$ cat src/rtl/instr_realign_pkg.sv
// Shared constants and helpers for the halfword instruction realignment buffer.
package instr_realign_pkg;

    localparam int unsigned HW_W             = 16;
    localparam logic [63:0] DEFAULT_RESET_PC = 64'h0;

    // RV64C: only low bits 2'b11 mark a 32-bit instruction.
    function automatic logic is_compressed(input logic [HW_W-1:0] hw);
        return (hw & 16'h0003) != 16'h0003;
    endfunction

endpackage

$ cat src/rtl/instr_realign_queue.sv
// Circular halfword queue accepting one or two halfwords and releasing one or two per cycle.
module instr_realign_queue
    import instr_realign_pkg::*;
#(
    parameter  int unsigned BUF_HW = 4,
    localparam int unsigned PTR_W  = $clog2(BUF_HW),
    localparam int unsigned CNT_W  = $clog2(BUF_HW + 1)
) (
    input  logic              clk_i,
    input  logic              rst_n_i,
    input  logic              clear,
    input  logic              push1,
    input  logic              push2,
    input  logic [2*HW_W-1:0] push_data,
    input  logic              pop1,
    input  logic              pop2,
    output logic [CNT_W-1:0]  count,
    output logic [HW_W-1:0]   head_lo,
    output logic [HW_W-1:0]   head_hi
);

    logic [HW_W-1:0]  hw [BUF_HW];
    logic [PTR_W-1:0] rd_ptr;
    logic [PTR_W-1:0] wr_ptr;
    logic [1:0]       push_n;
    logic [1:0]       pop_n;

    // BUF_HW need not be a power of two, so wrap explicitly.
    function automatic logic [PTR_W-1:0] ptr_add(input logic [PTR_W-1:0] p, input logic [1:0] n);
        logic [PTR_W:0] s;
        s = {1'b0, p} + (PTR_W+1)'(n);
        if (s >= (PTR_W+1)'(BUF_HW)) begin
            s = s - (PTR_W+1)'(BUF_HW);
        end
        return s[PTR_W-1:0];
    endfunction

    always_comb begin
        push_n = 2'd0;
        if (push2) begin
            push_n = 2'd2;
        end else if (push1) begin
            push_n = 2'd1;
        end
        pop_n = 2'd0;
        if (pop2) begin
            pop_n = 2'd2;
        end else if (pop1) begin
            pop_n = 2'd1;
        end
    end

    always_ff @(posedge clk_i or negedge rst_n_i) begin
        if (!rst_n_i) begin
            hw     <= '{default: '0};
            rd_ptr <= '0;
            wr_ptr <= '0;
            count  <= '0;
        end else if (clear) begin
            rd_ptr <= '0;
            wr_ptr <= '0;
            count  <= '0;
        end else begin
            if (push2) begin
                hw[wr_ptr]                <= push_data[HW_W-1:0];
                hw[ptr_add(wr_ptr, 2'd1)] <= push_data[2*HW_W-1:HW_W];
            end else if (push1) begin
                hw[wr_ptr] <= push_data[2*HW_W-1:HW_W];
            end
            wr_ptr <= ptr_add(wr_ptr, push_n);
            rd_ptr <= ptr_add(rd_ptr, pop_n);
            count  <= count + CNT_W'(push_n) - CNT_W'(pop_n);
        end
    end

    assign head_lo = hw[rd_ptr];
    assign head_hi = hw[ptr_add(rd_ptr, 2'd1)];

endmodule

$ cat src/rtl/instr_realign.sv
// Fetch-to-decode realignment buffer: extracts 16/32-bit RV64C instructions at any halfword offset.
module instr_realign
    import instr_realign_pkg::*;
#(
    parameter int unsigned     XLEN     = 64,
    parameter int unsigned     BUF_HW   = 4,
    parameter logic [XLEN-1:0] RESET_PC = XLEN'(DEFAULT_RESET_PC)
) (
    input  logic            clk_i,
    input  logic            rst_n_i,
    input  logic            flush_i,
    input  logic [XLEN-1:0] redirect_pc_i,
    input  logic            fetch_valid_i,
    output logic            fetch_ready_o,
    input  logic [31:0]     fetch_data_i,
    output logic            out_valid_o,
    input  logic            out_ready_i,
    output logic [31:0]     out_instr_o,
    output logic            out_is_c_o,
    output logic [XLEN-1:0] out_pc_o,
    output logic            out_illegal_o
);

    localparam int unsigned CNT_W = $clog2(BUF_HW + 1);

    logic [CNT_W-1:0] count;
    logic [HW_W-1:0]  head_lo;
    logic [HW_W-1:0]  head_hi;
    logic [XLEN-1:0]  head_pc;
    logic             drop_lo;
    logic             has_data;
    logic             is_c;
    logic             push;
    logic             pop;

    assign fetch_ready_o = (count <= CNT_W'(BUF_HW - 2));
    assign push          = fetch_valid_i && fetch_ready_o && !flush_i;
    assign pop           = out_valid_o && out_ready_i && !flush_i;

    instr_realign_queue #(
        .BUF_HW (BUF_HW)
    ) u_queue (
        .clk_i     (clk_i),
        .rst_n_i   (rst_n_i),
        .clear     (flush_i),
        .push1     (push && drop_lo),
        .push2     (push && !drop_lo),
        .push_data (fetch_data_i),
        .pop1      (pop && is_c),
        .pop2      (pop && !is_c),
        .count     (count),
        .head_lo   (head_lo),
        .head_hi   (head_hi)
    );

    // Outputs are forced to zero while empty so stale slots never leak to decode.
    always_comb begin
        has_data      = (count != '0);
        is_c          = is_compressed(head_lo);
        out_valid_o   = has_data && (is_c || count >= CNT_W'(2));
        out_is_c_o    = has_data && is_c;
        out_illegal_o = has_data && is_c && (head_lo == '0);
        out_instr_o   = '0;
        if (has_data) begin
            out_instr_o = is_c ? {16'h0000, head_lo} : {head_hi, head_lo};
        end
        out_pc_o      = head_pc;
    end

    always_ff @(posedge clk_i or negedge rst_n_i) begin
        if (!rst_n_i) begin
            head_pc <= RESET_PC;
            drop_lo <= 1'b0;
        end else if (flush_i) begin
            head_pc <= redirect_pc_i & ~XLEN'(1);
            drop_lo <= redirect_pc_i[1];
        end else begin
            if (push) begin
                drop_lo <= 1'b0;
            end
            if (pop) begin
                head_pc <= head_pc + (is_c ? XLEN'(2) : XLEN'(4));
            end
        end
    end

endmodule

$ cat config.mk
export PLATFORM = sky130hd
export DESIGN_NAME = instr_realign
export DESIGN_NICKNAME = d
export VERILOG_FILES = /design/src/rtl/instr_realign_pkg.sv /design/src/rtl/instr_realign_queue.sv /design/src/rtl/instr_realign.sv
export SDC_FILE = /design/constraint.sdc
export NUM_CORES = 1
export LEC_CHECK = 0
export CORE_UTILIZATION = 55
export CTS_BUF_LIST = sky130_fd_sc_hd__clkbuf_4
export DETAILED_ROUTE_END_ITERATION = 7
export PLACE_DENSITY_LB_ADDON = 0.08
export SETUP_SLACK_MARGIN = 0.02
export SLEW_MARGIN = 40
export SYNTH_ARGS = -nofsm -noshare
export SYNTH_HDL_FRONTEND = slang
export SYNTH_SLANG_ARGS = --single-unit
$ cat constraint.sdc
create_clock -name clk_i -period 10.5 [get_ports clk_i]
set_input_delay 2.1 -clock clk_i [delete_from_list [all_inputs] [get_ports clk_i]]
set_output_delay 2.1 -clock clk_i [all_outputs]
set_load 0.05 [all_outputs]
==> results.yml, run 1 <==
run_status:
  outcome: "finished clean"
power_and_ir_drop:
  part_of_the_power_in_the_clock_network: 0.110
  irDropWorstVdd_mv: 0.1224
  power.switching_fraction: 0.4852
  seq_power_share: 0.315
  power.switching_uw: 1269
  cellLeakagePower_uw: 0.004312
  p_per_area_nw_per_um2: 226.6
  total_power_uw: 2615
  power.share.combinational: 0.575
  cellInternalPower_uw: 1346
timing:
  maxSlewViolCount: 0
  worst_clock_skew_ns: 0.01867
  finalHoldViolations: 0
  layout_min_cycle_time_ns: 6.016
  rsz0062_at_grt: "false"
  setup-tns-final_ns: 0
  slew-limit-headroom: 0.4097
  period_share: 0.5729
  max_clock_freq_mhz: 166.2
  tightestPinTransition_ns: 0.8801
  report.final.setup_viol: 0
floorplanning:
  fp.coreArea_sq_um: 16120
  floorplan.rows: 46
  die_x_um: 131.4
  initial_core_util: 0.5714
  die_height_um: 131.4
  fp.dieArea_sq_um: 17260
  design.portCount: 201
detailed_routing:
  drtIter0Drc: 855
  post_detailed_routing_wire_length_um: 28680
  vias: 9453
  route.antenna.remaining_nets: 0
  first_pass_iters: 8
  post_drt_via_cell_ratio: 6.461
  post-route-drc-count: 0
  detail_route.wl_per_cell_um: 19.61
synthesis:
  synth_area_sq_um: 9209
  ys_warn_count: 0
  synth_flop_cell: "dfrtp_1"
  yosys-top-cells-area: "dfrtp_1 (37%), mux4_2 (7.8%), nor2_1 (6.0%)"
  number_of_nets_produced_by_synthesis: 1196
  count_leader_synth: "nor2_1"
  synth_area_per_cell_sq_um: 8.511
  dominant_cell_type_by_area_after_synthesis: "dfrtp_1"
  ys_seq_elements: 135
  synth_cells: 1082
  synth.distinct_cells: 56
  seq_area_frac_synth: 0.3668
  synth_enable_flop_cells: 0
  netlist.area_leader.share: 0.3668
  synth_common_cells: "nor2_1 (148), dfrtp_1 (135), nand2_1 (95)"
  async_set_or_reset_flop_fraction_in_the_synthesized_netlist: 1.000
cells_and_area:
  drive_gt1_frac: 0.08675
  fillers: 1302
  area.growth.synth_to_final_pct: 25.35
  design.final.nets: 1348
critical_path:
  crit_family: "buffers and inverters"
  critPathSlowestCell: "clkdlybuf4s50_1"
  cp_num_buf_inv: 2
  end_kind: "primary output"
  worst-setup-path-type: "reg -> out"
  worstPathCellList: "buf_4, mux4_2, or4_1, nor3_1, clkdlybuf4s50_1"
  critical-path-max-stage-delay_ns: 0.90
  critical_path_arrival_ns: 3.92
  crit_path_max_fanout: 33
  worstPathRequired_ns: 8.40
  startpoint_type: "register"
run:
  drv_cap: 0
clock_network:
  clk_pin_slew_ns: 0.11
  clockBufferDepth: 2
  cts_root_buffer: "clkbuf_4"
  insertion_delay_ns: 0.57
  cts_post_setup_buffers_inserted: 0
  tritoncts_num_sinks: 135
  cts-htree-levels: 4
  postCtsResizedCells: 0
  cts_stage_hold_buffer_count: 0
  clock_tree_from_tritoncts: "done"
  clock_buffer_count_from_cts: 17
placement:
  port_buffers: 198
  hpwl_um: 19150
  gp_congestion: 0.8842
global_route:
  grt_first_pass_wirelength_um: 45820
  antenna_found_initial: 2
  grt_pass1_vias: 8639
  globalRouteOverflowTotal: 0
  maximum_number_of_pins_on_one_net_before_global_route_repair: 78
  track_usage: 0.3354
min_path:
  timing.hold.worst.class: "reg -> reg"
==> sequential cells by signal, indices dropped and copies added, names as in the netlist <==
| signal | flops |
|---|---|
| u_queue.wr_ptr | 2 |
| drop_lo | 1 |
| u_queue.rd_ptr | 2 |
| out_pc_o | 63 |
| u_queue.hw | 64 |
| u_queue.count | 3 |
==> layout by cell type, fill, tap and decap left out, types with 6 or more instances in the layout <==
cell type        Yosys  layout
nor3b_1             17      17
xnor2_1             12      12
and3_1              42      42
xor2_1              19      19
nand2_1             95      95
nor4_1               9       9
or4_1               27      27
clkbuf_4             0      22
o31ai_1             25      25
dfrtp_1            135     134
o211ai_1             9       9
inv_1               34      33
buf_4                1      17
a31oi_1             63      63
o31a_1               6       6
nand3_1             18      18
a21oi_1             57      56
nor3_1              15      13
ha_1                10       9
o22ai_1             32      32
nor2_1             148     146
nand4_1             28      28
clkdlybuf4s50_1      0     196
mux4_2              32      32
nor2b_1             21      19
o21ai_0             78      78
o2111ai_1           10      10
==> power by group through the flow <==
stage | logic (uW) | registers [uW] | clock network [uW]
final | 1500 | 824 | 287
after global routing | 1590 | 844 | 313
after CTS | 1500 | 818 | 289
after detailed placement | 1500 | 830 | 0
after global placement | 1470 | 817 | 0
after floorplan | 954 | 875 | 0
==> cell type report <==
class	count	area [sq um]	area share
Antenna cell	2	5.005	0.0004336
Clock buffer	22	165.2	0.01431
Clock inverter	8	35.03	0.003035
Inverter	36	135.1	0.01171
Multi-Input combinational cell	827	5416	0.4692
Sequential cell	135	3379	0.2928
Tap cell	216	270.3	0.02341
Timing Repair Buffer	217	2137	0.1851
==> per-layer routing <==
metal	part of all wire	wire length, um	GRT usage
met1	0.39	11220	0.4337
met4	0.040	1151	0.1893
met2	0.48	13800	0.5361
met3	0.088	2518	0.05594
met5	0	0	0
==> kinds of logic after synthesis <==
family | synth area share
flops | 0.3668
buf+inv | 0.05122
other cells | 0.0004072
mux | 0.08655
simple gates | 0.2538
compound gates | 0.1916
fa+ha+maj | 0.02011
xor+xnor | 0.02948
==> tightest hold or removal path, stage by stage (launching register included) <==
cell and delay, ns:
dfrtp_1 0.38, nor2_1 0.05, a21oi_1 0.10
==> final timing paths <==
path | from | to | slack, ns | depth (start not counted)
max | u_queue.rd_ptr[0] | out_illegal_o | 4.48 | 5
min | u_queue.hw[2] | u_queue.hw[2] | 0.56 | 2
min in group asynchronous | rst_n_i | out_pc_o[13] | 1.57 | 1
max in group asynchronous | rst_n_i | out_pc_o[18] | 7.89 | 3
min reg2reg | u_queue.hw[2] | u_queue.hw[2] | 0.56 | 2
max reg2reg | u_queue.rd_ptr[0] | out_pc_o[57] | 5.96 | 12
==> per-stage QoR <==
step	cells	hold WS (ns)	util	setup slack (ns)	instance area [sq um]
2_1_floorplan	1082	0.5069	-	4.985	9209
3_3_place_gp	1428	0.5224	0.6990	5.117	11260
3_5_place_dp	1429	0.5372	0.7015	5.126	11300
4_1_cts	1459	0.5615	0.7139	4.515	11500
5_1_grt	1463	0.5859	0.7163	4.285	11540
6_report	1463	0.5637	0.7163	4.484	11540
Note: power is estimated with default switching activity, not from simulation.
==> run 2: changes to the inputs <==
--- a/config.mk
+++ b/config.mk
@@ -5,7 +5,7 @@
 export SDC_FILE = /design/constraint.sdc
 export NUM_CORES = 1
 export LEC_CHECK = 0
-export CORE_UTILIZATION = 55
+export CORE_UTILIZATION = 48
 export CTS_BUF_LIST = sky130_fd_sc_hd__clkbuf_4
 export DETAILED_ROUTE_END_ITERATION = 7
 export PLACE_DENSITY_LB_ADDON = 0.08
==> constraint.sdc (replaced) <==
create_clock -name clk_i -period 5.35 [get_ports clk_i]
set_input_delay 1.07 -clock clk_i [delete_from_list [all_inputs] [get_ports clk_i]]
set_output_delay 1.07 -clock clk_i [all_outputs]
set_load 0.05 [all_outputs]
==> run 2 against run 1 <==
Global-route usage shrank 2.9 points. Register-to-register slack lost 4.9 ns. Via count shrank 2.3%. Critical endpoint unchanged. Clock skew grew 0.00064 ns. Design area grew 1.3%. Largest cell class unchanged. Total power grew 100%. Cell count grew 1.8%. Flip-flop and latch count is the same. Sequential share of layout area shrank 0.39 points. Combinational power grew 95%. Clock-buffer cell count shrank 2. Critical path depth grew 1.
==> results.yml, run 2 (synthesis results as in run 1) <==
clock_network:
  postCtsResizedCells: 0
  cts-htree-levels: 4
  cts_post_setup_buffers_inserted: 0
  clk_pin_slew_ns: 0.12
  cts_stage_hold_buffer_count: 0
  cts_root_buffer: "clkbuf_4"
  tritoncts_num_sinks: 135
  clock_tree_from_tritoncts: "done"
  clockBufferDepth: 2
  insertion_delay_ns: 0.58
  clock_buffer_count_from_cts: 17
power_and_ir_drop:
  power.share.combinational: 0.548
  power.switching_uw: 2513
  cellInternalPower_uw: 2836
  seq_power_share: 0.308
  irDropWorstVdd_mv: 0.2654
  power.switching_fraction: 0.4698
  p_per_area_nw_per_um2: 457.3
  part_of_the_power_in_the_clock_network: 0.144
  cellLeakagePower_uw: 0.004383
cells_and_area:
  multiInputGateArea_sq_um: 5400
  registers.top_by_ff_count: "u_queue.hw"
  fillers: 1657
  mostFrequentLayoutCell: "clkdlybuf4s50_1"
  commonest_non_fill_non_tap_cells_in_the_layout: "clkdlybuf4s50_1 (196), nor2_1 (146), dfrtp_1 (134)"
  storage_cell_area_sq_um: 3379
  design.final.nets: 1354
  drive_gt1_frac: 0.09178
  largest_register_ffs: 64
  area.growth.synth_to_final_pct: 27.04
timing:
  layout_min_cycle_time_ns: 4.914
  period_share: 0.9184
  setup-tns-final_ns: 0
  slew-limit-headroom: 0.4523
  report.final.setup_viol: 0
  worst_clock_skew_ns: 0.01932
  maxSlewViolCount: 0
  max_clock_freq_mhz: 203.5
  finalHoldViolations: 0
  setup_slack_ns: 0.4363
  rsz0062_at_grt: "false"
  tightestPinTransition_ns: 0.8216
detailed_routing:
  first_pass_iters: 6
  detail_route.wl_per_cell_um: 19.85
  route.antenna.remaining_nets: 0
  vias: 9232
  drtIter0Drc: 997
  post-route-drc-count: 0
  post_drt_via_cell_ratio: 6.200
  post_detailed_routing_wire_length_um: 29560
critical_path:
  end_kind: "primary output"
  timing.reg2reg.worst_path_depth: 11
  r2r-start: "u_queue.rd_ptr[0]"
  crit_path_max_fanout: 21
  worst-setup-path-type: "reg -> out"
  worstPathRequired_ns: 4.28
  worst_reg2reg_path_endpoint: "out_pc_o[29]"
  timing.reg2reg.setup_slack_ns: 1.06
  startpoint_type: "register"
  critical_path_arrival_ns: 3.84
placement:
  hpwl_um: 19910
  dp_slack_ns: 1.072
  gp_congestion: 0.8447
  port_buffers: 198
global_route:
  maximum_number_of_pins_on_one_net_before_global_route_repair: 73
  grt_first_pass_wirelength_um: 46910
  track_usage: 0.3060
  antenna_found_initial: 2
  globalRouteOverflowTotal: 0
  grt_pass1_vias: 8700
min_path:
  timing.hold.worst.class: "in -> async"
floorplanning:
  floorplan.rows: 50
  design.portCount: 201
  fp.dieArea_sq_um: 19740
  initial_core_util: 0.4907
  die_x_um: 140.5
  die_height_um: 140.5
  fp.coreArea_sq_um: 18770
run_status:
  outcome: "finished clean"
run:
  drv_cap: 0
[run 2: through the flow]
step / util / power [uW] / std cells / hold slack (ns) / cell area (sq um)
after floorplan: - / 3591 / 1082 / 0.5069 / 9209
after global placement: 0.6057 / 4534 / 1455 / 0.5255 / 11370
after detailed placement: 0.6066 / 4585 / 1455 / 0.5351 / 11380
after CTS: 0.6230 / 5347 / 1487 / 0.5281 / 11690
after global routing: 0.6233 / 5631 / 1489 / 0.5355 / 11700
final: 0.6233 / 5349 / 1489 / 0.5037 / 11700
[run 2: cell type report]
class / instances / share of cell area
Multi-Input combinational cell: 827 / 0.4616
Sequential cell: 135 / 0.2889
Timing Repair Buffer: 223 / 0.1862
Tap cell: 234 / 0.02503
Clock inverter: 12 / 0.01348
Clock buffer: 20 / 0.01283
Inverter: 36 / 0.01155
Antenna cell: 2 / 0.0004278
[run 2: per-layer routing]
layer	GRT usage	vias up	routed length (um)
li1	-	4338	-
met1	0.4041	4415	12320
met2	0.5013	418	14400
met3	0.04957	61	2104
met4	0.1276	0	736
met5	0	-	0
[run 2: worst max path at each step]
stage                                  from       endpoint  slack, ns  depth (start not counted)
after floorplan           u_queue.rd_ptr[0]  out_illegal_o       0.87                          8
after CTS                 u_queue.rd_ptr[0]  out_illegal_o       0.43                          4
after global routing      u_queue.rd_ptr[0]  out_illegal_o       0.25                          6
final                     u_queue.rd_ptr[0]  out_illegal_o       0.44                          6
after global placement    u_queue.rd_ptr[0]  out_illegal_o       1.06                          4
after detailed placement  u_queue.rd_ptr[0]  out_illegal_o       1.07                          6
[run 2: worst max-delay path: stages, from the launching register on]
cell,delay (ns)
dfrtp_1,0.75
mux4_2,0.82
and2_1,0.31
nor2_1,0.16
nand2_1,0.12
nor3_1,0.23
clkdlybuf4s50_1,0.88
[run 2: power groups by stage]
stage	clock (uW)	combinational, uW	sequential (uW)
2_1_floorplan	0	1870	1720
3_3_place_gp	0	2890	1640
3_5_place_dp	0	2930	1660
4_1_cts	776	2930	1640
5_1_grt	817	3120	1690
6_report	772	2930	1650
==> run 3: changes to the inputs <==
--- a/config.mk
+++ b/config.mk
@@ -5,11 +5,11 @@
 export SDC_FILE = /design/constraint.sdc
 export NUM_CORES = 1
 export LEC_CHECK = 0
-export CORE_UTILIZATION = 48
+export CORE_UTILIZATION = 45
 export CTS_BUF_LIST = sky130_fd_sc_hd__clkbuf_4
 export DETAILED_ROUTE_END_ITERATION = 7
 export PLACE_DENSITY_LB_ADDON = 0.08
-export SETUP_SLACK_MARGIN = 0.02
+export SETUP_SLACK_MARGIN = 0.05
 export SLEW_MARGIN = 40
 export SYNTH_ARGS = -nofsm -noshare
 export SYNTH_HDL_FRONTEND = slang
==> run 3 against run 2 <==
Clock skew grew 0.0056 ns. Combinational power is essentially flat. Worst setup slack gained 0.0012 ns. Worst hold slack lost 0.016 ns. Utilization shrank 3.1 points. Register-to-register slack lost 0.06 ns. Cell count grew 2.1%. Clock-buffer cell count is the same. Wire length grew 0.23%. Sequential share of layout area shrank 0.062 points. Design area grew 0.21%. Highest routed layer unchanged. Global-route usage shrank 1.8 points.
==> results.yml, run 3 (synthesis results as in run 1) <==
detailed_routing:
  first_pass_iters: 5
  drtIter0Drc: 683
  post_drt_via_cell_ratio: 6.041
  post_detailed_routing_wire_length_um: 29630
  post-route-drc-count: 0
  detail_route.wl_per_cell_um: 19.49
  vias: 9183
  route.antenna.remaining_nets: 0
power_and_ir_drop:
  power.switching_uw: 2505
  power.switching_fraction: 0.4693
  cellInternalPower_uw: 2833
  power.share.combinational: 0.547
  cellLeakagePower_uw: 0.004376
  part_of_the_power_in_the_clock_network: 0.143
  irDropWorstVdd_mv: 0.2794
  p_per_area_nw_per_um2: 455.3
  seq_power_share: 0.309
cells_and_area:
  commonest_non_fill_non_tap_cells_in_the_layout: "clkdlybuf4s50_1 (196), nor2_1 (146), dfrtp_1 (134)"
  design.final.nets: 1354
  drive_gt1_frac: 0.09258
  final_core_utilization: 0.5927
  layoutNonFillerInstCount: 1520
  mostFrequentLayoutCell: "clkdlybuf4s50_1"
  registers.top_by_ff_count: "u_queue.hw"
  largest_register_ffs: 64
  area.growth.synth_to_final_pct: 27.31
global_route:
  track_usage: 0.2879
  top_usage_layer: "met2"
  globalRouteOverflowTotal: 0
  maximum_number_of_pins_on_one_net_before_global_route_repair: 73
  grt_util_met1: 0.3951
  globalRouteMet3Util: 0.04843
  grt.met2_usage: 0.4553
  grt_first_pass_wirelength_um: 48020
  grt_pass1_vias: 8776
  antenna_found_initial: 2
run:
  drv_cap: 0
floorplanning:
  design.portCount: 201
  die_x_um: 145.1
  fp.coreArea_sq_um: 19780
  initial_core_util: 0.4655
  fp.dieArea_sq_um: 21040
  die_height_um: 145.1
  floorplan.rows: 51
min_path:
  timing.hold.worst.class: "in -> async"
timing:
  report.final.setup_viol: 0
  slew-limit-headroom: 0.4458
  setup-tns-final_ns: 0
  worst_clock_skew_ns: 0.02487
  maxSlewViolCount: 0
  finalHoldViolations: 0
  tightestPinTransition_ns: 0.8312
  layout_min_cycle_time_ns: 4.912
  period_share: 0.9182
  max_clock_freq_mhz: 203.6
  rsz0062_at_grt: "false"
clock_network:
  cts_stage_hold_buffer_count: 0
  cts_root_buffer: "clkbuf_4"
  clk_pin_slew_ns: 0.11
  insertion_delay_ns: 0.58
  tritoncts_num_sinks: 135
  cts_post_setup_buffers_inserted: 0
  clock_buffer_count_from_cts: 17
  postCtsResizedCells: 0
  cts-htree-levels: 4
  clock_tree_from_tritoncts: "done"
  clockBufferDepth: 2
placement:
  port_buffers: 198
  gp_congestion: 0.8171
  hpwl_um: 20540
  place_inst: 1486
critical_path:
  cp_num_buf_inv: 2
  worst-setup-path-type: "reg -> out"
  startpoint_type: "register"
  end_kind: "primary output"
  timing.reg2reg.worst_path_depth: 10
  crit_family: "buffers and inverters"
  crit_cells: 5
  critPathSlowestCell: "clkdlybuf4s50_1"
  crit_path_max_fanout: 20
  critical_path_arrival_ns: 3.84
  worstPathCellList: "buf_4, mux4_2, or4_1, nor3_1, clkdlybuf4s50_1"
  worstPathRequired_ns: 4.28
  critical-path-max-stage-delay_ns: 0.88
run_status:
  outcome: "finished clean"
[run 3: worst paths after layout]
check	slack (ns)	endpoint	from
worst max register to register	1.00	out_pc_o[57]	u_queue.rd_ptr[1]
worst min-delay path	0.49	out_pc_o[28]	rst_n_i
worst max-delay path	0.44	out_illegal_o	u_queue.rd_ptr[1]
min in group clk_i	0.56	u_queue.hw[0]	u_queue.hw[0]
worst min register to register	0.56	u_queue.hw[0]	u_queue.hw[0]
max in group asynchronous	3.83	u_queue.hw[30]	rst_n_i
[run 3: layer usage]
layer,vias up,share of wire,routed length [um]
li1,4330,-,-
met1,4415,0.43,12810
met2,393,0.47,14020
met3,45,0.071,2111
met4,0,0.023,683
met5,-,0,0
[run 3: cell type report]
cell class / count / area, sq um
Antenna cell: 2 / 5.005
Sequential cell: 135 / 3379
Clock inverter: 12 / 157.7
Fill cell: 1767 / 8058
Multi-Input combinational cell: 827 / 5403
Timing Repair Buffer: 223 / 2162
Clock buffer: 20 / 150.1
Inverter: 36 / 135.1
Tap cell: 265 / 331.6
[run 3: worst register-to-register path: stages, from the launching register on]
cell and delay [ns]:
dfrtp_2 0.77, mux4_2 0.62, and2_1 0.31, inv_1 0.13
ha_1 0.17, inv_1 0.06, fa_1 0.49, nor4_4 0.72
nand4_4 0.31, or4_1 0.56, a31oi_1 0.17
[run 3: through the flow]
| stage | area [sq um] | hold slack (ns) | total power [uW] | worst slack (ns) |
|---|---|---|---|---|
| floorplan | 9209 | 0.5069 | 3591 | 0.8652 |
| global placement | 11390 | 0.5210 | 4542 | 1.023 |
| detailed placement | 11410 | 0.5342 | 4586 | 1.036 |
| CTS | 11720 | 0.4841 | 5347 | 0.3959 |
| global route | 11720 | 0.5259 | 5639 | 0.3018 |
| finish | 11720 | 0.4877 | 5338 | 0.4376 |
[run 3: power by group through the flow]
stage               clock [uW]  combinational [uW]  sequential [uW]
floorplan                    0                1870             1720
global placement             0                2900             1640
CTS                        776                2930             1640
global route               814                3130             1690
finish                     766                2920             1650
detailed placement           0                2930             1660
